## src/rtl/multicycle_ctrl.sv

```systemverilog
// Multi-cycle CPU sequencer: FETCH/DECODE/EXEC/MEM/WB with req/ready handshakes and a bounded wait timeout.
// Define MULTICYCLE_ILLEGAL_TRAP_EN to trap illegal instructions in TRAP; otherwise they retire as NOPs.
`ifndef OP_SIZE
`define OP_SIZE 6
`endif
`ifndef ALUCONTROL_SIZE
`define ALUCONTROL_SIZE 4
`endif
`ifndef EXTENDSIGNAL_SIZE
`define EXTENDSIGNAL_SIZE 2
`endif
`ifndef ALU_NONE
`define ALU_NONE 4'b0000
`endif
`ifndef ALU_ADD
`define ALU_ADD 4'b0010
`endif
`ifndef ALU_SUB
`define ALU_SUB 4'b0110
`endif
`ifndef ALU_SRAV
`define ALU_SRAV 4'b1011
`endif

module multicycle_ctrl #(
    parameter int TIMEOUT_CYCLES = 15
) (
    input  logic                            clk,
    input  logic                            rst_n,
    input  logic [`OP_SIZE-1:0]             opcode,
    input  logic [`OP_SIZE-1:0]             funcode,
    input  logic                            alu_zero,
    input  logic                            imem_ready,
    input  logic                            dmem_ready,
    output logic                            imem_req,
    output logic                            dmem_req,
    output logic                            ir_we,
    output logic                            pc_we,
    output logic                            regWrite,
    output logic                            memWrite,
    output logic                            waControl,
    output logic                            wdControl,
    output logic                            aluSrc,
    output logic                            branch,
    output logic                            jump,
    output logic [`ALUCONTROL_SIZE-1:0]     aluControl,
    output logic [`EXTENDSIGNAL_SIZE-1:0]   signExtSignal,
    output logic                            instr_done,
    output logic                            bus_err,
    output logic                            illegal
);

    localparam logic [`OP_SIZE-1:0] OP_RTYPE = 6'b000000;
    localparam logic [`OP_SIZE-1:0] OP_ADDI  = 6'b001000;
    localparam logic [`OP_SIZE-1:0] OP_ADDIU = 6'b001001;
    localparam logic [`OP_SIZE-1:0] OP_LUI   = 6'b001111;
    localparam logic [`OP_SIZE-1:0] OP_LW    = 6'b100011;
    localparam logic [`OP_SIZE-1:0] OP_SW    = 6'b101011;
    localparam logic [`OP_SIZE-1:0] OP_BEQ   = 6'b000100;
    localparam logic [`OP_SIZE-1:0] OP_J     = 6'b000010;
    localparam logic [`OP_SIZE-1:0] FN_ADD   = 6'b100000;
    localparam logic [`OP_SIZE-1:0] FN_SRAV  = 6'b000111;

    localparam logic [`EXTENDSIGNAL_SIZE-1:0] EXT_NONE = 2'b00;
    localparam logic [`EXTENDSIGNAL_SIZE-1:0] EXT_SIGN = 2'b01;
    localparam logic [`EXTENDSIGNAL_SIZE-1:0] EXT_LUI  = 2'b10;

    // Abort fires on the cycle that would make the wait count reach TIMEOUT_CYCLES.
    localparam logic [7:0] WAIT_LIMIT = 8'(TIMEOUT_CYCLES - 1);

    typedef enum logic [2:0] {
        IDLE,
        FETCH,
        DECODE,
        EXEC,
        MEM,
        WB,
        TRAP
    } stateType;

    stateType   state;
    stateType   nextState;
    logic [7:0] waitCnt;
    logic [7:0] waitCntNext;

    logic isRType, isAdd, isSrav, isAddi, isAddiu, isLui, isLw, isSw, isBeq, isJ, isLegal;
    logic [`ALUCONTROL_SIZE-1:0]   aluDec;
    logic                          aluSrcDec;
    logic [`EXTENDSIGNAL_SIZE-1:0] extDec;
    logic fetchWait, memWait, timeoutHit;

    assign isRType = (opcode == OP_RTYPE);
    assign isAdd   = isRType && (funcode == FN_ADD);
    assign isSrav  = isRType && (funcode == FN_SRAV);
    assign isAddi  = (opcode == OP_ADDI);
    assign isAddiu = (opcode == OP_ADDIU);
    assign isLui   = (opcode == OP_LUI);
    assign isLw    = (opcode == OP_LW);
    assign isSw    = (opcode == OP_SW);
    assign isBeq   = (opcode == OP_BEQ);
    assign isJ     = (opcode == OP_J);
    assign isLegal = isAdd | isSrav | isAddi | isAddiu | isLui | isLw | isSw | isBeq | isJ;

    always_comb begin
        aluDec    = `ALU_NONE;
        aluSrcDec = 1'b0;
        extDec    = EXT_NONE;
        if (isAdd) begin
            aluDec = `ALU_ADD;
        end else if (isSrav) begin
            aluDec = `ALU_SRAV;
        end else if (isAddi || isAddiu || isLw || isSw) begin
            aluDec    = `ALU_ADD;
            aluSrcDec = 1'b1;
            extDec    = EXT_SIGN;
        end else if (isLui) begin
            aluSrcDec = 1'b1;
            extDec    = EXT_LUI;
        end else if (isBeq) begin
            aluDec = `ALU_SUB;
            extDec = EXT_SIGN;
        end
    end

    // Timeout is derived from state alone so the output decode below stays loop-free.
    assign fetchWait  = (state == FETCH) && !imem_ready;
    assign memWait    = (state == MEM) && !dmem_ready;
    assign timeoutHit = (fetchWait || memWait) && (waitCnt == WAIT_LIMIT);

    always_ff @(posedge clk or negedge rst_n) begin
        if (!rst_n) begin
            state   <= IDLE;
            waitCnt <= 8'd0;
        end else begin
            state   <= nextState;
            waitCnt <= waitCntNext;
        end
    end

    always_comb begin
        waitCntNext = waitCnt;
        if (timeoutHit || (nextState != state)) begin
            waitCntNext = 8'd0;
        end else if (fetchWait || memWait) begin
            waitCntNext = waitCnt + 8'd1;
        end
    end

    always_comb begin
        nextState     = state;
        imem_req      = 1'b0;
        dmem_req      = 1'b0;
        ir_we         = 1'b0;
        pc_we         = 1'b0;
        regWrite      = 1'b0;
        memWrite      = 1'b0;
        waControl     = 1'b0;
        wdControl     = 1'b0;
        aluSrc        = 1'b0;
        branch        = 1'b0;
        jump          = 1'b0;
        aluControl    = `ALU_NONE;
        signExtSignal = EXT_NONE;
        instr_done    = 1'b0;
        bus_err       = 1'b0;
        case (state)
            IDLE: nextState = FETCH;
            FETCH: begin
                imem_req = 1'b1;
                if (imem_ready) begin
                    ir_we     = 1'b1;
                    pc_we     = 1'b1;
                    nextState = DECODE;
                end else if (timeoutHit) begin
                    // Retry the same PC: no ir_we/pc_we on abort.
                    bus_err   = 1'b1;
                    nextState = FETCH;
                end
            end
            DECODE: begin
                if (isJ) begin
                    jump       = 1'b1;
                    pc_we      = 1'b1;
                    instr_done = 1'b1;
                    nextState  = FETCH;
                end else if (!isLegal) begin
`ifdef MULTICYCLE_ILLEGAL_TRAP_EN
                    nextState  = TRAP;
`else
                    instr_done = 1'b1;
                    nextState  = FETCH;
`endif
                end else begin
                    nextState = EXEC;
                end
            end
            EXEC: begin
                aluControl    = aluDec;
                aluSrc        = aluSrcDec;
                signExtSignal = extDec;
                if (isBeq) begin
                    branch     = 1'b1;
                    pc_we      = alu_zero;
                    instr_done = 1'b1;
                    nextState  = FETCH;
                end else if (isLw || isSw) begin
                    nextState = MEM;
                end else begin
                    nextState = WB;
                end
            end
            MEM: begin
                // ALU controls held so the memory address stays valid through wait states.
                aluControl    = aluDec;
                aluSrc        = aluSrcDec;
                signExtSignal = extDec;
                dmem_req      = 1'b1;
                memWrite      = isSw;
                if (dmem_ready) begin
                    if (isSw) begin
                        instr_done = 1'b1;
                        nextState  = FETCH;
                    end else begin
                        nextState = WB;
                    end
                end else if (timeoutHit) begin
                    bus_err   = 1'b1;
                    nextState = FETCH;
                end
            end
            WB: begin
                aluControl    = aluDec;
                aluSrc        = aluSrcDec;
                signExtSignal = extDec;
                regWrite      = 1'b1;
                waControl     = isRType;
                wdControl     = isLw;
                instr_done    = 1'b1;
                nextState     = FETCH;
            end
            TRAP: nextState = TRAP;
            default: nextState = IDLE;
        endcase
    end

`ifdef MULTICYCLE_ILLEGAL_TRAP_EN
    assign illegal = (state == TRAP);
`else
    assign illegal = 1'b0;
`endif

endmodule

```

## config.mk

```make
export PLATFORM = sky130hd
export DESIGN_NAME = multicycle_ctrl
export DESIGN_NICKNAME = d
export VERILOG_FILES = /design/src/rtl/multicycle_ctrl.sv
export SDC_FILE = /design/constraint.sdc
export NUM_CORES = 1
export LEC_CHECK = 0
export BUFFER_PORTS_ARGS = -buffer_cell sky130_fd_sc_hd__buf_2
export CORE_MARGIN = 1.5
export CORE_UTILIZATION = 52
export CTS_CLUSTER_SIZE = 16
export DETAILED_ROUTE_END_ITERATION = 16
export HOLD_SLACK_MARGIN = 0.15
export PLACE_DENSITY_LB_ADDON = 0.12
export SYNTH_ARGS = -nofsm -noshare
export SYNTH_HDL_FRONTEND = slang
export SYNTH_SLANG_ARGS = --single-unit
```

## constraint.sdc

```tcl
create_clock -name clk -period 3.55 [get_ports clk]
set_clock_uncertainty 0.15 [all_clocks]
set_input_delay 0.355 -clock clk [delete_from_list [all_inputs] [get_ports clk]]
set_output_delay 0.355 -clock clk [all_outputs]
set_load 0.02 [all_outputs]
```

# [Word level (Yosys, flattened, before mapping)]
# Cells that the tools add are included.
[word_totals] in_bits=17 output_inout_bits=20 regBits=11
[op_classes] n_bitwise=8 n_addsub=1 muxes=51 eq_ne=17 n_reduce_logical=18
[op_table] op="$mux W1" count=27
[op_table] op="$mux W3" count=8
[op_table] op="$eq A6 B4 Y1 const B" count=3
[op_table] op="$eq A6 B6 Y1 const B" count=3
[op_table] op="$pmux W3 S6" count=1
[op_table] op="$mux W8" count=2
[op_table] op="$mux W2" count=7
[op_table] op="$eq A6 B3 Y1 const B" count=2
[op_table] op="$mux W4" count=3
[op_table] op="$eq A3 B3 Y1 const B" count=3
[op_table] op="$add A8 B1 Y8 const B" count=1
[op_table] op="$eq A8 B4 Y1 const B" count=1
[op_table] op="$or A1 B1 Y1" count=8
[op_table] op="$eq A3 B2 Y1 const B" count=2
[op_table] op="$eq A6 B2 Y1 const B" count=1
[op_table] op="$logic_not A6 Y1" count=1
[op_table] op="$logic_or A1 B1 Y1" count=6
[op_table] op="$logic_and A1 B1 Y1" count=5
[op_table] op="$pmux W1 S4" count=1
[op_table] op="$eq A3 B1 Y1 const B" count=1
[op_table] op="$logic_not A3 Y1" count=1
[op_table] op="$ne A3 B3 Y1" count=1
[op_table] op="$pmux W1 S3" count=1
[op_table] op="$reduce_or A3 Y1" count=1
[op_table] op="4 further kinds" count=5

# [Logic depth before layout (Yosys ltp)]
# Gate-level depths: netlist of run 1.
[depth] ltp_word=16 mapped_depth=6 depth_no_buf=6

# [Worst setup path before layout of run 1]
# No wires, ideal clock.
[synth_timing] kind="register -> output" from="register state[1]" to="output port instr_done" slack_ps=1107 n_path_buf=1 t_required_ps=3045 stages_incl_launch_ff=6 arrival_time_ps=1938 cell_sequence="dfrtp_1 > buf_6 > nand2b_1 > nor4_1 > a221oi_1 > o21ai_0"
[synth_between] elab_chain_cells=2 word_cells_on_any_way=5 classes_between="eq/ne: 4; mux: 1"
[synth_rtl] element="start, declared" line_no="81" source="stateType state;"
[synth_rtl] element="start signal, assigned" line_no="135" source="state <= nextState;"
[synth_rtl] element="$eq A3 B3 Y1 or $eq A3 B2 Y1 (tied branches)" line_no="166" source="case (state)"
[synth_rtl] element="$pmux W1 S4 *" line_no="166"
[synth_rtl] element="end, declared" line_no="48" source="output logic instr_done,"
# Mark *: on every way between the ends. The rest lies on a longest branch, timed or not.

# [Final worst setup path of run 1]
[layout_timing] from="register state[0]" to="output port bus_err"
[layout_between] elab_chain_cells=7 word_cells_on_any_way=10 classes_between="eq/ne: 2; mux: 4; reduce/logical: 4"
[layout_rtl] element="$eq A3 B1 Y1 or $eq A3 B3 Y1 (tied branches)" line_no="126, 166, 127"
[layout_rtl] element="$logic_and A1 B1 Y1, on equally long branches" line_no="126, 127"
[layout_rtl] element="$logic_or A1 B1 Y1" line_no="128" source="assign timeoutHit = (fetchWait || memWait) && (waitCnt == WAIT_LIMIT);"
[layout_rtl] element="$logic_and A1 B1 Y1" line_no="128"
[layout_rtl] element="$mux W1" line_no="174, 226"
[layout_rtl] element="$mux W1, on equally long branches" line_no="219, 170"
[layout_rtl] element="$pmux W1 S2 *" line_no="166"
[layout_rtl] element="end, declared" line_no="49" source="output logic bus_err,"
# Marks and branches as above.

==> results of run 1 <==
## sequential cells by signal, indices dropped and copies added (netlist names)
| register | count |
|---|---|
| state | 3 |
| waitCnt | 8 |
## area by class of cell
type	count	area, µm²
Multi-Input combinational cell	101	683
Clock buffer	4	26.3
Tap cell	25	31.3
Inverter	5	18.8
Fill cell	166	563
Timing Repair Buffer	36	185
Sequential cell	11	275
## what timing repair did
action	in CTS	in global routing
hold endpoints to repair	11	0
hold buffers	1	0
setup endpoints to repair	0	0
gates resized for setup	0	0
## cell usage in the layout (no fill, tap or decap), types with 3 or more instances in the layout
| master | netlist | routed |
|---|---|---|
| nor3_1 | 5 | 5 |
| nand3_1 | 4 | 4 |
| clkbuf_4 | 0 | 3 |
| buf_2 | 1 | 35 |
| inv_1 | 5 | 5 |
| and3_1 | 4 | 4 |
| nand2_1 | 3 | 3 |
| xor2_1 | 5 | 5 |
| o21ai_0 | 8 | 8 |
| dfrtp_1 | 11 | 11 |
| nor2_1 | 20 | 20 |
| and4b_1 | 3 | 3 |
| a21oi_1 | 9 | 9 |
## through the flow
stage	cell area, µm²	hold slack [ns]
CTS	1220	0.326
finish	1220	0.323
global placement	1180	0.0833
global route	1220	0.349
floorplan	1020	-0.0906
detailed placement	1180	0.0855
## per-layer routing
layer | vias to the layer above | routed length [µm] | track usage | part of all wire
met5 | - | 0 | 0 | 0
met4 | 0 | 12 | 0.0500 | 0.0049
met3 | 2 | 136 | 0.0615 | 0.055
met2 | 34 | 1090 | 0.356 | 0.44
met1 | 491 | 1220 | 0.346 | 0.50
li1 | 528 | - | - | -
## worst max path at each step
stage / cells past startpoint / end
floorplan: 5 / instr_done
global placement: 4 / bus_err
detailed placement: 6 / aluControl[2]
CTS: 4 / bus_err
global route: 4 / bus_err
finish: 4 / bus_err
## kinds of logic (layout without fill, tap and decap cells)
logic type      after synthesis  in the layout  share of synthesized area
mux                           1              1                    0.00985
flops                        11             11                      0.271
xor+xnor                      6              6                     0.0517
fa+ha+maj                     2              2                     0.0246
other cells                   1              1                    0.00369
compound gates               30             30                      0.198
simple gates                 61             61                      0.384
buf+inv                      11             45                     0.0566
## power groups by stage
stage	clock, µW	sequential (µW)	combinational, µW
finish	85.0	209	325
global route	92.2	218	353
CTS	86.7	208	323
detailed placement	0	211	321
global placement	0	206	316
floorplan	0	174	276
==> reports/summary.txt, run 1 <==
Status - finished clean
Fin. max-slew vios - 0
Max Fclk - 421 MHz
Data required, critical path - 3.04 ns
Pwr dens - 508 nW/µm²
Vias in the first global route - 849
Setup Buffers After CTS - 0
Commonest cells post-synth - 20 x nor2_1, 11 x dfrtp_1, 9 x a21oi_1
Avg WL per Cell - 13.5 µm
Peak supply drop - 0.242 mV
Total Power - 619 µW
WP buf/inv - 2
H-Tree Depth - 1
Routed wire length - 2.47 mm
Clk pin slew, worst setup/hold paths - 0.07 ns
Sw power - 295 µW
Final WS setup - 1.17 ns
EDFF count, synth - 0
Synth top area share - 0.271
Post-DRT Antenna Nets - 0
Setup crit end kind - output pin
Worst EP arrival - 1.87 ns
PortBufs - 35
Num CTS Buffers - 3
Fin cells - 182
Routability cong. - 0.935
Static Leak - 0.000584 µW
Yosys reg bits - 11
R2r setup slk - 1.53 ns
Nets - 177
Critical R2R Launch - state[0]
Crit path kind - flip-flop to output pin
Yosys Warn Count - 0
Worst reg2reg path depth - 3
Hold WC Path Type - primary input to asynchronous set/reset pin
Switching Fraction - 0.477
CP delay by family, top - flip-flops
Max-cap viol count - 0
Skew-Pair Late Insertion Delay - 0.27 ns
Clock period minus worst slack - 2.38 ns
Gr ovfl total - 0
Area leader, netlist - dfrtp_1
Gr usage total - 0.239
Initial Util - 0.570
Clock sink total - 11
CP max stage cell - dfrtp_1
Final HPWL DP - 1.89 mm
Die area - 2230 µm²
Synth Instances - 123
Setup_tns - 0 ns
Core area - 1780 µm²
Synthesized cell area - 1020 µm²
Gate power share - 0.525
Top_reg_cell synth - dfrtp_1
Post-layout util - 0.684
Register share of total power - 0.337
Internal power - 324 µW
Antenna violations before repair - 0
Post-synthesis net count - 142
Via count - 1055
Drt drc - 0
Router iterations before antenna repair - 4
Die Span X - 47.2 µm
Final Hold Viols - 0
FP Rows - 15
Reg-to-Reg End - state[2]
CTS tree - done
Clock root buffer - clkbuf_4
Vias per inst - 5.80
Most frequent cell after synthesis - nor2_1
Iteration-0 DRC Markers - 23
Crit path launch - state[0]
Pin count of the biggest net entering global routing - 14
Post-synthesis async set-or-reset flop share - 1.00
Avg Cell Area, Syn - 8.26 µm²
I/O pins - 37
Die height - 47.2 µm
Final worst path period share - 0.670
Register area share after synthesis - 0.271
Ant diodes - 0
First-pass GRT wire length - 3.77 mm
Synth-to-Final Area Change - 20.1%
Crit path largest cell delay - 0.60 ns
Critical path, cell by cell - nor4b_4, o211ai_1, inv_1, buf_2
CP Max Fanout - 13
Layout cells sized above 1 - 0.293
Top cells by area, synth - dfrtp_1 27%, nor2_1 7.4%, nor4b_4 4.7%
Clock buffer depth - 2
CP Launch Type - flip-flop
# setup viols final - 0
RSZ-0062 raised after global routing - false
Pre-CTS setup slack - 1.39 ns
Part of the power in the clock network - 0.137
Synth unique cells - 45
Placed cell count - 177
Power figures use the tool's default switching activity.
==> run 2: changes to the inputs <==
--- a/config.mk
+++ b/config.mk
@@ -5,9 +5,10 @@
 export SDC_FILE = /design/constraint.sdc
 export NUM_CORES = 1
 export LEC_CHECK = 0
+export ABC_AREA = 1
 export BUFFER_PORTS_ARGS = -buffer_cell sky130_fd_sc_hd__buf_2
 export CORE_MARGIN = 1.5
-export CORE_UTILIZATION = 52
+export CORE_UTILIZATION = 44
 export CTS_CLUSTER_SIZE = 16
 export DETAILED_ROUTE_END_ITERATION = 16
 export HOLD_SLACK_MARGIN = 0.15
==> constraint.sdc (replaced) <==
create_clock -name clk -period 1.98 [get_ports clk]
set_clock_uncertainty 0.15 [all_clocks]
set_input_delay 0.198 -clock clk [delete_from_list [all_inputs] [get_ports clk]]
set_output_delay 0.198 -clock clk [all_outputs]
set_load 0.02 [all_outputs]
==> run 2 against run 1 <==
Net effect:
- non-clock buffer count is 3 higher
- final cell count is 29% higher
- synthesized cell count is 36% higher
- critical endpoint is now instr_done
- largest power group unchanged
- highest routed layer unchanged
==> reports/summary.txt, run 2 <==
Status - finished clean
Vias in the first global route - 999 (+18%)
Drt drc - 0 (unchanged)
Pwr dens - 983 nW/µm² (+94%)
Final worst path period share - 0.964
Top_reg_cell synth - dfrtp_1
Switching Fraction - 0.517 (+0.0400)
Top cells by area, synth - dfrtp_1 26%, inv_1 13%, nand2_1 11%
Nets - 226 (+28%)
Part of the power in the clock network - 0.116 (-0.021)
RSZ-0062 raised after global routing - true
Die Span X - 51.9 µm (+10%)
Clock buffer depth - 2 (unchanged)
Register share of total power - 0.266 (-0.071)
Synth top area share - 0.262 (-0.00934)
Register area share after synthesis - 0.262 (-0.00934)
Synthesized cell area - 1050 µm² (+3.6%)
Data required, critical path - 1.63 ns (-1.41 ns)
Min Hold Slack - 0.171 ns (-0.152 ns)
Sw power - 672 µW (+130%)
Critical R2R Launch - state[2]
Yosys reg bits - 11 (unchanged)
Largest reg by FF count - waitCnt
CP Launch Type - flip-flop
Peak supply drop - 0.608 mV (+150%)
Most frequent cell after synthesis - inv_1
Most common cell after layout, fill and taps aside - inv_1
Setup_tns - 0 ns (unchanged)
Skew-Pair Late Insertion Delay - 0.27 ns (about the same)
Post-DRT Antenna Nets - 0 (unchanged)
Crit path kind - flip-flop to output pin
# setup viols final - 0 (unchanged)
Iteration-0 DRC Markers - 33 (+43%)
Routability cong. - 0.825 (-12%)
Clk pin slew, worst setup/hold paths - 0.07 ns (about the same)
Initial Util - 0.471 (-0.0987)
Num CTS Buffers - 3 (unchanged)
Final WS setup - 0.0712 ns (-1.10 ns)
Ant diodes - 0 (unchanged)
Commonest cells post-synth - 36 x inv_1, 32 x nand2_1, 24 x nor2_1
Gr usage total - 0.207 (-0.0317)
Pin count of the biggest net entering global routing - 12 (-2)
Worst reg2reg path depth - 13 (+10)
Worst EP arrival - 1.56 ns (-0.31 ns)
Avg Cell Area, Syn - 6.30 µm² (-24%)
Vias per inst - 4.78 (-18%)
Final Hold Viols - 0 (unchanged)
Clock sink total - 11 (unchanged)
Die area - 2690 µm² (+21%)
FP Rows - 17 (+2)
Max-cap viol count - 0 (unchanged)
Via count - 1119 (+6.1%)
Post-synthesis net count - 186 (+31%)
Final HPWL DP - 2.01 mm (+6.4%)
Clock root buffer - clkbuf_4
Pre-CTS setup slack - 0.0971 ns (-1.29 ns)
Gate power share - 0.618 (+0.093)
CP Max Fanout - 6 (-7)
Router iterations before antenna repair - 4 (unchanged)
Synth-to-Final Area Change - 25.7%
Avg WL per Cell - 10.6 µm (-22%)
Reg-to-Reg End - waitCnt[1]
Routed wire length - 2.48 mm (+0.69%)
Static Leak - 0.000778 µW (+33%)
Synth Instances - 167 (+36%)
Total Power - 1300 µW (+110%)
EDFF count, synth - 0 (unchanged)
Die height - 51.9 µm (+10%)
Yosys Warn Count - 0 (unchanged)
R2r setup slk - 0.12 ns (-1.41 ns)
Antenna violations before repair - 0 (unchanged)
Clock period minus worst slack - 1.91 ns
Commonest non-fill, non-tap cells in the layout - 36 x inv_1, 35 x buf_2, 32 x nand2_1
First-pass GRT wire length - 4.15 mm (+9.9%)
Area leader, netlist - dfrtp_1
Internal power - 628 µW (+94%)
Synth unique cells - 26 (-42%)
Hold WC Path Type - primary input to asynchronous set/reset pin
Core area - 2230 µm² (+25%)
Max FFs per register - 8 (unchanged)
PortBufs - 35 (unchanged)
Post-synthesis async set-or-reset flop share - 1.00 (unchanged)
Largest regs - waitCnt x8, state x3
Layout cells sized above 1 - 0.320 (+0.0274)
Max Fclk - 524 MHz
Setup crit end kind - output pin
H-Tree Depth - 1 (unchanged)
Gr ovfl total - 0 (unchanged)
I/O pins - 37 (unchanged)
Fin. max-slew vios - 0 (unchanged)
CTS tree - done
-- run 2: changes by cell type after synthesis, moves of 4 or more --
cell,delta
nand2_1,+29
inv_1,+31
a21oi_1,-5
nand3_1,+9
nor2_1,+4
nor2_2,+11
o21ai_0,-4
-- run 2: worst max-delay path, stage by stage (launching register included) --
cell and delay (ns):
dfrtp_1 0.49, inv_1 0.14, nand3_2 0.13, inv_1 0.06, a211oi_1 0.19, o21ai_0 0.11, buf_2 0.17
-- run 2: final cells by class --
type | count | area [µm²]
Fill cell | 231 | 911
Multi-Input combinational cell | 116 | 628
Sequential cell | 11 | 278
Timing Repair Buffer | 39 | 220
Inverter | 36 | 135
Tap cell | 28 | 35.0
Clock buffer | 4 | 26.3
-- run 2: per-layer routing --
metal | up-vias | routed length [µm] | track usage
met5 | - | 0 | 0
met4 | 0 | 45 | 0.0789
li1 | 585 | - | -
met2 | 29 | 1180 | 0.361
met1 | 501 | 1150 | 0.257
met3 | 4 | 101 | 0.0259
-- run 2: power by group through the flow --
stage / registers, µW / clock network (µW) / logic, µW
final: 346 / 151 / 803
after global routing: 352 / 167 / 889
after CTS: 338 / 157 / 779
after detailed placement: 348 / 0 / 732
after global placement: 347 / 0 / 716
after floorplan: 297 / 0 / 606
-- run 2: worst max-delay path by stage --
stage	startpoint	to	slack, ns	cells past startpoint
6_report	state[1]	instr_done	0.07	6
5_1_grt	state[1]	instr_done	-0.03	6
4_1_cts	state[1]	pc_we	0.03	6
3_5_place_dp	state[2]	waitCnt[4]	0.1	12
3_3_place_gp	state[2]	waitCnt[1]	0.13	12
2_1_floorplan	state[2]	aluControl[3]	0.03	6
-- run 2: cell families after synthesis --
kind of cell / count (synthesis) / share of synthesized area
AOI/OAI and AO/OA: 11 / 0.0607
xor gates and xnor gates: 5 / 0.0416
adders and majority gates: 2 / 0.0238
buffers and inverters: 40 / 0.158
DFF: 11 / 0.262
other: 1 / 0.00356
and+or+nand+nor: 97 / 0.451
-- run 2: repair_timing --
item,in CTS,in global routing
buffers inserted,1,1
pin swaps,0,2
hold buffers,1,0
endpoints found under the setup margin,3,12
resized for setup,2,4
endpoints found under the hold margin,11,0
-- run 2: metrics by stage --
stage                      util  cell area, µm²  std cells
after CTS                 0.581            1300        233
after global placement    0.555            1240        227
after detailed placement  0.555            1240        227
final                     0.592            1320        234
after global routing      0.592            1320        234
after floorplan               -            1050        167
==> run 3: changes to the inputs <==
--- a/config.mk
+++ b/config.mk
@@ -12,7 +12,7 @@
 export CTS_CLUSTER_SIZE = 16
 export DETAILED_ROUTE_END_ITERATION = 16
 export HOLD_SLACK_MARGIN = 0.15
-export PLACE_DENSITY_LB_ADDON = 0.12
+export PLACE_DENSITY_LB_ADDON = 0.25
 export SYNTH_ARGS = -nofsm -noshare
 export SYNTH_HDL_FRONTEND = slang
 export SYNTH_SLANG_ARGS = --single-unit
==> run 3 against run 2 <==
Net effect:
- power up 2.6%
- die area stayed put
- core utilization grew 1.6 points
- critical path depth did not move
- via count is 3.1% higher
- worst hold slack got worse by 0.0081 ns
- non-clock buffer count increased by 6
- wire length increased by 0.24%
- sequential share of layout area down 0.47 points
- critical path type unchanged
==> reports/summary.txt, run 3 (synthesized netlist as in run 2, its figures left out) <==
Setup_tns - 0 ns (unchanged)
CP delay by family, top - flip-flops
Iteration-0 DRC Markers - 33 (unchanged)
Largest regs - waitCnt x8, state x3
Total Power - 1330 µW (+2.6%)
Gr usage total - 0.201 (-0.00619)
Drt drc - 0 (unchanged)
Max FFs per register - 8 (unchanged)
Largest reg by FF count - waitCnt
Commonest non-fill, non-tap cells in the layout - 36 x inv_1, 35 x buf_2, 31 x nand2_1
CP Max Fanout - 8 (+2)
Clock buffer depth - 2 (unchanged)
Peak supply drop - 0.706 mV (+16%)
Placed cell count - 228 (+0.44%)
Static Leak - 0.000803 µW (+3.3%)
WP buf/inv - 3 (unchanged)
Vias per inst - 4.81 (+0.55%)
First-pass GRT wire length - 4.07 mm (-1.8%)
Max-cap viol count - 0 (unchanged)
CP max stage cell - dfrtp_2
# setup viols final - 0 (unchanged)
Fin. max-slew vios - 0 (unchanged)
CP Launch Type - flip-flop
Pin count of the biggest net entering global routing - 12 (unchanged)
Clock period minus worst slack - 1.87 ns (-0.0347 ns)
Crit path kind - flip-flop to output pin
Nets - 232 (+2.7%)
Skew-Pair Late Insertion Delay - 0.27 ns (about the same)
Setup crit end kind - output pin
Via count - 1154 (+3.1%)
Antenna violations before repair - 0 (unchanged)
Placed instance area - 1250 µm² (+0.61%)
Final Hold Viols - 0 (unchanged)
Pwr dens - 981 nW/µm² (-0.19%)
Gr ovfl total - 0 (unchanged)
Critical path, cell by cell - nand3b_1, inv_1, a21oi_1, buf_4, a21oi_1, buf_2
Routability cong. - 0.890 (+7.9%)
Clock sink total - 11 (unchanged)
Avg WL per Cell - 10.4 µm (-2.3%)
FP Rows - 17 (unchanged)
Die Span X - 51.9 µm (unchanged)
Router iterations before antenna repair - 5 (+1)
Crit path largest cell delay - 0.48 ns (about the same)
PortBufs - 35 (unchanged)
Pre-CTS setup slack - 0.135 ns (+0.0374 ns)
Ant diodes - 0 (unchanged)
Core area - 2230 µm² (unchanged)
Die area - 2690 µm² (unchanged)
Hold WC Path Type - primary input to asynchronous set/reset pin
Clock root buffer - clkbuf_4
Most common cell after layout, fill and taps aside - inv_1
Final worst path period share - 0.946 (-0.0175)
Layout cells sized above 1 - 0.349 (+0.0287)
Design Area, Final - 1360 µm² (+2.7%)
Final WS setup - 0.106 ns (+0.0347 ns)
Crit-path most repeated cell - a21oi_1
Clk pin slew, worst setup/hold paths - 0.07 ns (about the same)
I/O pins - 37 (unchanged)
Status - finished clean
Worst EP arrival - 1.53 ns (-0.03 ns)
Synth-to-Final Area Change - 29.1%
CTS tree - done
Die height - 51.9 µm (unchanged)
H-Tree Depth - 1 (unchanged)
Max Fclk - 534 MHz (+1.9%)
Vias in the first global route - 1013 (+1.4%)
Fin cells - 240 (+2.6%)
Post-DRT Antenna Nets - 0 (unchanged)
Data required, critical path - 1.63 ns (about the same)
Routed wire length - 2.49 mm (+0.24%)
Num CTS Buffers - 3 (unchanged)
Final HPWL DP - 1.97 mm (-1.9%)
Initial Util - 0.471 (unchanged)
-- run 3: worst reg2reg max path, delay by kind of cell, from the launching register on --
kind,cells,cell delay (ns)
flip-flops,1,0.43
AND/OR/NAND/NOR,12,0.97
buffers and inverters,1,0.17
-- run 3: metrics by stage --
step,hold WS [ns],utilization
global route,0.179,0.608
detailed placement,-0.0685,0.558
floorplan,-0.248,-
finish,0.163,0.608
CTS,0.168,0.584
global placement,-0.0730,0.558
-- run 3: area by class of cell --
class,instances,area (µm²)
Fill cell,208,875
Tap cell,28,35.0
Timing Repair Buffer,45,253
Sequential cell,11,279
Clock buffer,4,26.3
Inverter,36,135
Multi-Input combinational cell,116,631
-- run 3: worst paths after layout --
kind / from / endpoint / slack (ns) / cells after the start
worst min register to register: waitCnt[7] / waitCnt[7] / 0.42 / 2
worst min-delay path: rst_n / state[0] / 0.16 / 2
min in group clk: dmem_ready / state[0] / 0.19 / 5
worst max-delay path: state[0] / aluControl[1] / 0.11 / 6
max in group asynchronous: rst_n / state[2] / 1.30 / 2
worst max register to register: state[2] / waitCnt[6] / 0.15 / 13
-- run 3: metal layers --
layer | share of wire | up-vias | global-route usage
met5 | 0 | - | 0
met4 | 0.023 | 0 | 0.105
met3 | 0.053 | 6 | 0.0201
met2 | 0.49 | 46 | 0.331
met1 | 0.43 | 501 | 0.257
li1 | - | 601 | -
-- run 3: where the power goes --
part	total, µW	leakage [µW]	switching (µW)	internal, µW
clock network	157	0.0000150	78.6	78.1
registers	339	0.000145	68.4	270
logic	838	0.000643	528	310
-- run 3: repair_timing --
action | 4_1_cts | 5_1_grt
hold buffers | 1 | 0
gates resized for setup | 3 | 5
pin swaps | 0 | 2
endpoints found under the setup margin | 5 | 14
buffers inserted | 2 | 5
hold endpoints to repair | 11 | 0
